File: src/rtl/counter_updown_sched.sv
`default_nettype none
// ============================================================================
// Module   : counter_updown_sched
// Brief    : Round-robin scheduler sharing one up/down counter between two
//            requesters; loads, runs to terminal count, repeats, pulses done.
//            Optional load readback check: COUNTER_UPDOWN_SCHED_LOADCHK_EN.
// Revision : 1.0 - initial release
// ============================================================================
module counter_updown_sched #(
  parameter int WIDTH = 8,
  parameter int REP_W = 4
) (
  input  logic                 clk,
  input  logic                 reset_n,
  input  logic [1:0]           req_valid,
  output logic [1:0]           req_ready,
  input  logic [2*WIDTH-1:0]   req_start,
  input  logic [1:0]           req_dir,
  input  logic [2*REP_W-1:0]   req_reps,
  input  logic                 pause,
  output logic                 cnt_load,
  output logic                 cnt_up_down,
  output logic                 cnt_count_en,
  output logic [WIDTH-1:0]     cnt_data,
  input  logic [WIDTH-1:0]     cnt_count,
  input  logic                 cnt_carry,
  output logic                 busy,
  output logic                 owner,
  output logic [1:0]           done,
  output logic                 err
);

  localparam logic [REP_W-1:0] C_REP_ONE = {{(REP_W-1){1'b0}}, 1'b1};

  typedef enum logic [2:0] {
    S_IDLE  = 3'd0,
    S_LOAD  = 3'd1,
    S_RUN   = 3'd2,
    S_DONE  = 3'd3
`ifdef COUNTER_UPDOWN_SCHED_LOADCHK_EN
    , S_CHECK = 3'd4
`endif
  } state_t;

  state_t           r_state;
  state_t           w_next;
  logic [WIDTH-1:0] r_start;
  logic             r_dir;
  logic [REP_W-1:0] r_reps_left;
  logic             r_owner;
  logic             r_last_grant;
  logic             w_win;
  logic             w_accept;
  logic             w_terminal;
  logic             w_err_set;

  // On contention the requester not granted last time wins.
  assign w_win      = (req_valid == 2'b11) ? ~r_last_grant : req_valid[1];
  assign w_accept   = (r_state == S_IDLE) && (|req_valid);
  assign w_terminal = cnt_carry && !pause;

  always_comb begin
    w_next       = r_state;
    req_ready    = 2'b00;
    cnt_count_en = 1'b0;
    w_err_set    = 1'b0;
    case (r_state)
      S_IDLE: begin
        if (|req_valid) begin
          req_ready = w_win ? 2'b10 : 2'b01;
          w_next    = S_LOAD;
        end
      end
      S_LOAD: begin
`ifdef COUNTER_UPDOWN_SCHED_LOADCHK_EN
        w_next = S_CHECK;
`else
        w_next = S_RUN;
`endif
      end
`ifdef COUNTER_UPDOWN_SCHED_LOADCHK_EN
      S_CHECK: begin
        if (cnt_count == r_start) begin
          w_next = S_RUN;
        end else begin
          w_err_set = 1'b1;
          w_next    = S_IDLE;
        end
      end
`endif
      S_RUN: begin
        // Enable drops combinationally on carry so the counter never wraps.
        cnt_count_en = !cnt_carry && !pause;
        if (w_terminal) begin
          w_next = (r_reps_left == '0) ? S_DONE : S_LOAD;
        end
      end
      S_DONE: begin
        w_next = S_IDLE;
      end
      default: begin
        w_next = S_IDLE;
      end
    endcase
  end

  always_ff @(posedge clk or negedge reset_n) begin
    if (!reset_n) begin
      r_state <= S_IDLE;
    end else begin
      r_state <= w_next;
    end
  end

  always_ff @(posedge clk or negedge reset_n) begin
    if (!reset_n) begin
      r_start      <= '0;
      r_dir        <= 1'b0;
      r_reps_left  <= '0;
      r_owner      <= 1'b0;
      r_last_grant <= 1'b1;
    end else if (w_accept) begin
      r_start      <= w_win ? req_start[2*WIDTH-1:WIDTH] : req_start[WIDTH-1:0];
      r_dir        <= req_dir[w_win];
      r_reps_left  <= w_win ? req_reps[2*REP_W-1:REP_W] : req_reps[REP_W-1:0];
      r_owner      <= w_win;
      r_last_grant <= w_win;
    end else if ((r_state == S_RUN) && w_terminal && (r_reps_left != '0)) begin
      r_reps_left  <= r_reps_left - C_REP_ONE;
    end
  end

`ifdef COUNTER_UPDOWN_SCHED_LOADCHK_EN
  logic r_err;

  // Registered so err stays free of any input-to-output path.
  always_ff @(posedge clk or negedge reset_n) begin
    if (!reset_n) begin
      r_err <= 1'b0;
    end else begin
      r_err <= w_err_set;
    end
  end

  assign err = r_err;
`else
  logic w_unused;

  assign w_unused = (^cnt_count) ^ w_err_set;
  assign err      = 1'b0;
`endif

  assign cnt_load    = (r_state == S_LOAD);
  assign cnt_up_down = r_dir;
  assign cnt_data    = r_start;
  assign busy        = (r_state != S_IDLE);
  assign owner       = r_owner;
  assign done        = (r_state == S_DONE) ? (r_owner ? 2'b10 : 2'b01) : 2'b00;

endmodule
`default_nettype wire
File: config.mk
export PLATFORM = sky130hd
export DESIGN_NAME = counter_updown_sched
export DESIGN_NICKNAME = d
export VERILOG_FILES = /design/src/rtl/counter_updown_sched.sv
export SDC_FILE = /design/constraint.sdc
export NUM_CORES = 1
export LEC_CHECK = 0
export BUFFER_PORTS_ARGS = -buffer_cell sky130_fd_sc_hd__buf_2
export CORE_AREA = 2 2 51 53
export DETAILED_ROUTE_END_ITERATION = 10
export DIE_AREA = 0 0 53 55
export PLACE_DENSITY = 0.86
export SLEW_MARGIN = 20
export SYNTH_ARGS = -nofsm -noshare
export SYNTH_HDL_FRONTEND = slang
export SYNTH_SLANG_ARGS = --single-unit
export TNS_END_PERCENT = 1
File: constraint.sdc
create_clock -name clk -period 1.5 [get_ports clk]
set_input_delay 0.075 -clock clk [delete_from_list [all_inputs] [get_ports clk]]
set_output_delay 0.075 -clock clk [all_outputs]
set_load 0.01 [all_outputs]
== Word-level counts from Yosys, hierarchy flattened ==
Cells that the tools add are included.

* Bits in registers: 18
* Bits in latches: 0
* Memory bits (writable): 0
* ROM bits: 0
* Input port bits: 40
* Memories kept: 0

* Add/subtract/negate cells: 1
* Multipliers: 0
* Div/mod/pow operators: 0
* Order comparisons: 1
* Equal/unequal tests: 6
* Shift-type cells: 0
* Multiplexer cells: 17
* Bitwise logic cells: 1
* Reduce and logical (&&, ||, !) cells: 14

{| class="wikitable"
|+ Operator list
! operator !! count
|-
| 2-bit two-way mux || 6
|-
| 4-bit two-way mux || 3
|-
| 3-bit case mux with 3 select lines || 1
|-
| 8-bit two-way mux || 1
|-
| 3-bit by 2-bit equality test with 1-bit output, second input constant || 2
|-
| 3-bit two-way mux || 2
|-
| 1-bit logical AND || 5
|-
| 4-bit logical NOT || 1
|-
| 1-bit two-way mux || 4
|-
| 4-bit nonzero test || 1
|-
| 4-bit by 1-bit subtractor with 4-bit output, second input constant || 1
|-
| 3-bit by 1-bit equality test with 1-bit output, second input constant || 1
|-
| 3-bit logical NOT || 1
|-
| 3-bit nonzero test || 1
|-
| 2-bit equality test, second input constant || 1
|-
| 1-bit logical NOT || 2
|-
| 1-bit by 2-bit less-than comparator with 1-bit output, second input constant || 1
|-
| 2-bit by 1-bit != test with 1-bit output, second input constant || 1
|-
| 2-bit != test, second input constant || 1
|-
| 2-bit AND reduction || 1
|-
| 2-bit nonzero test || 1
|-
| 2-bit OR reduction || 1
|-
| 1-bit NOT || 1
|}

== Logic depth before layout (Yosys ltp) ==
* Depth in word-level cells: 6
* Depth in mapped cells: 6

== Least setup slack after synthesis ==
OpenSTA, ideal clock, no wires.

* Kind: flip-flop to flip-flop
* Start: register r_reps_left[0]
* End: register r_reps_left[0]
* Library setup time: 127 ps
* Arrival: 1195 ps
* Setup slack: 178 ps
* Cell stages (with the launch flop): 7
* Path buffers: 0
* Cell sequence: dfrtp_1 inv_1 ha_1 nor3b_1 nand2b_1 xnor2_1 a21oi_1

* Longest elaborated chain between the ends: 3
* Elaborated cells between the ends (all ways): 6
* Those cells by class: add/sub: 1; mux: 2; reduce/logical: 3

{| class="wikitable"
|+ RTL lines
! item !! RTL line !! source
|-
| start, declared || 49 || <nowiki>logic [REP_W-1:0] r_reps_left;</nowiki>
|-
| start signal, assigned || 125 || <nowiki>r_reps_left <= w_win ? req_reps[2*REP_W-1:REP_W] : req_reps[REP_W-1:0];</nowiki>
|-
| start signal, assigned || 129 || <nowiki>r_reps_left <= r_reps_left - C_REP_ONE;</nowiki>
|-
| 4-bit by 1-bit subtractor with 4-bit output / 4-bit nonzero test (equally long branches) || 129, 128 ||
|-
| 4-bit two-way mux / 1-bit logical AND (equally long branches) || 128 || <nowiki>end else if ((r_state == S_RUN) && w_terminal && (r_reps_left != '0)) begin</nowiki>
|-
| 4-bit two-way mux / 2-bit nonzero test (equally long branches) || -- ||
|}

Parallel ways exist; a longest one is shown, timed or not. The select of a mux whose other input is x is not followed.
A chain may end at the register's enable or synchronous reset.

== Final worst setup path ==
* Start: register r_state[0]
* End: output port req_ready[0]

* Longest elaborated chain between the ends: 2

{| class="wikitable"
|+ RTL lines
! item !! RTL line !! source
|-
| start, declared || 45 || <nowiki>state_t r_state;</nowiki>
|-
| start signal, assigned || 111 || <nowiki>r_state <= w_next;</nowiki>
|-
| 3-bit logical NOT || 67 || <nowiki>case (r_state)</nowiki>
|-
| 2-bit two-way mux || 67 ||
|-
| end, declared || 16 || <nowiki>output logic [1:0] req_ready,</nowiki>
|}

Every way passes these cells.

==> metrics.md <==
| Metric | Value |
|---|---|
| Final hold violations | 0 |
| Peak VDD IR | 1.257 mV |
| Initial core utilization | 0.3979 |
| Commonest cells in the synthesized netlist | sky130_fd_sc_hd__dfrtp_1 (16), sky130_fd_sc_hd__mux2i_1 (11), sky130_fd_sc_hd__nand2_1 (11) |
| Antenna Nets Post-Route | 0 |
| P_leak | 0.7038 nW |
| Post-detailed-route wirelength per cell | 13.45 um |
| Cell at the slowest stage of the critical path | sky130_fd_sc_hd__dfrtp_2 |
| Utilization after layout | 0.5735 |
| Critical path startpoint category | flop |
| Power density over cell area | 1831 nW/um^2 |
| Warning count from the yosys run | 0 |
| Setup TNS Final | 0 ps |
| Wirelength, routed | 2.488 mm |
| Synth Register Bits | 17 |
| Sequential area share after synthesis | 0.4535 |
| Residual DRC count | 0 |
| Ant diodes | 0 |
| Mapped Nets | 139 |
| Count leader, synth | sky130_fd_sc_hd__dfrtp_1 |
| Non-filler instance count after layout | 185 |
| Worst Slack Setup Final | 74.32 ps |
| Cell variety after synth | 31 |
| Synth area leaders | sky130_fd_sc_hd__dfrtp_1 (43%), sky130_fd_sc_hd__mux2i_1 (12%), sky130_fd_sc_hd__nand2_1 (4.4%) |
| Worst clock skew | 1.394 ps |
| Wire length of the first global-routing pass | 3.636 mm |
| Tot Pwr | 2.483 mW |
| TritonCTS clock tree | done |
| Site row count | 18 |
| Count of flip-flops with a built-in enable after synthesis | 0 |
| Maximum number of pins on one net before global-route repair | 18 |
| Cell chain of the critical path | nor2_4, o21ai_4, buf_4, nor2_1, buf_2 |
| Element type at the critical path end | output pin |
| Count of input and output buffers | 48 |
| Worst-path maximum fanout | 9 |
| Number of DRC markers after the initial detailed-route iteration | 17 |
| Number of antenna violations at the first check in global routing | 0 |
| CP Data Required Time | 1420 ps |
| CTS buffer count | 3 |
| Height of the die | 55 um |
| Detail Placement HPWL | 1.858 mm |
| Vias per cell | 5.092 |
| Maximum level of the CTS H-tree | 1 |
| Final-report setup violation count | 0 |
| Average cell area after synthesis | 9.700 sq um |
| Area growth from synthesis to layout | 44.15% |
| Most area-hungry cell type in the Yosys netlist | sky130_fd_sc_hd__dfrtp_1 |
| Category of the critical setup timing path | flop to output pin |
| Fin crit period | 1426 ps |
| Cell total after placement | 175 |
| Signal arrival time at the worst endpoint | 1350 ps |
| All-Layer GR Usage | 0.1754 |
| Final weighted congestion in routability-driven placement | 0.6873 |
| Clock-pin slew on the worst setup and hold paths | 90 ps |
| Share of final-layout standard cells stronger than drive strength 1 | 0.4516 |
| Most frequently used flop master after synthesis | sky130_fd_sc_hd__dfrtp_1 |
| Post-synthesis instance area | 940.9 sq um |
| Final Max Slew Viols | 0 |
| Clk buf depth | 2 |
| Hold Path Class | input pin to flop |
| Count of vias placed by the detailed router | 942 |
| Boundary Pins | 58 |
| Clock sinks | 17 |
| Count of maximum capacitance violations | 0 |
| Source-to-sink clock delay at the later pin of the worst-skew pair | 280 ps |
| Synthesized instance count | 97 |
| Area fraction of the dominant cell type after synthesis | 0.4255 |
| Die area | 2915 sq um |
| Upper clock frequency limit | 0.7014 GHz |
| Synth async-reset ratio | 1.000 |
| Final period utilization | 0.9505 |
| Setup WS pre-CTS | -14.76 ps |
| Detailed Routing Iterations Pass 1 | 4 |
| Horizontal extent of the die | 53 um |
| Final nets | 198 |
| Core region area | 2365 sq um |
| CTS Root Buffer Type | sky130_fd_sc_hd__clkbuf_4 |
| Number of global-route vias before repair | 868 |
| Stage delay of the slowest cell on the critical path | 450 ps |
| Result of the run | completed |
| GRT Residual Overflow | 0 |
[report_power, final]
part | internal [mW] | switching [mW] | leakage (nW) | total [mW]
sequential | 0.700 | 0.193 | 0.203 | 0.892
combinational | 0.645 | 0.707 | 0.486 | 1.35
clock | 0.103 | 0.135 | 0.0150 | 0.238
[layout by cell type (no fill, tap or decap), drive strengths merged]
master       instances
buf                 58
dfrtp               16
nand2               11
mux2i               11
o21ai               11
a21oi                6
nor2                 5
nor2b                4
inv                  4
clkbuf               4
a211oi               3
nand2b               3
nor3                 2
a31oi                2
ha                   2
a21boi               1
and3                 1
and2                 1
a21o                 1
nor3b                1
o21bai               1
and4bb               1
nand3                1
o221ai               1
xnor2                1
conb                 1
dlygate4sd3          1
dfstp                1
[critical path: cells and delay by family (launching register included)]
kind	cells	cell delay, ps
simple gates	2	240
compound gates	1	80
buf+inv	2	300
flops	1	450
[cells by family after synthesis]
kind of cell             after synthesis  synth area share
adder cells (fa/ha/maj)                2           0.02659
AND/OR/NAND/NOR                       30            0.1636
XOR/XNOR                               1          0.009310
multiplexers                          11            0.1170
AO/OA/AOI/OAI                         26            0.1729
flip-flops                            17            0.4535
other                                  1          0.003986
buffers and inverters                  9           0.05317
[registers in the layout, summed over array words and instances (netlist names)]
| signal | cells |
|---|---|
| r_reps_left | 4 |
| cnt_data | 8 |
| r_state | 2 |
| r_last_grant | 1 |
| cnt_up_down | 1 |
| owner | 1 |
[timing repair]
item | in CTS | in global routing
hold endpoints to repair | 16 | 0
cloned | 0 | 0
buffers inserted | 1 | 4
pin swaps | 0 | 1
setup endpoints to repair | 2 | 3
gates resized for setup | 3 | 6
hold buffers | 1 | 0
[per-stage QoR]
step / hold slack [ps] / cell area [sq um]
floorplan: -220.6 / 940.9
global placement: 8.983 / 1237
detailed placement: 16.03 / 1237
CTS: 34.67 / 1299
global route: 43.64 / 1356
finish: 46.96 / 1356
[routing by layer]
metal	up-vias	part of all wire	global-route usage
li1	454	-	-
met2	40	0.51	0.3375
met4	0	0.018	0.08974
met3	4	0.063	0.02419
met5	-	0	0
met1	444	0.41	0.1871
[worst paths after layout]
path,from,depth (start not counted),slack [ps],to
max in group asynchronous,reset_n,2,940,r_last_grant
worst max-delay path,r_state[0],5,70,req_ready[0]
worst min register to register,cnt_data[7],2,490,cnt_data[7]
worst min-delay path,req_valid[0],2,50,r_last_grant
worst max register to register,r_state[1],5,120,r_reps_left[3]
min in group asynchronous,reset_n,2,240,cnt_data[5]
[area by class of cell]
type	instances	area, sq um
flip-flops and latches	17	427.9
well taps	30	37.54
repair buffers	59	337.8
clock buffers	4	26.28
fillers	201	1008
multi-input cells	71	511.7
inverters	4	15.01
(Power assumes the default switching activity.)
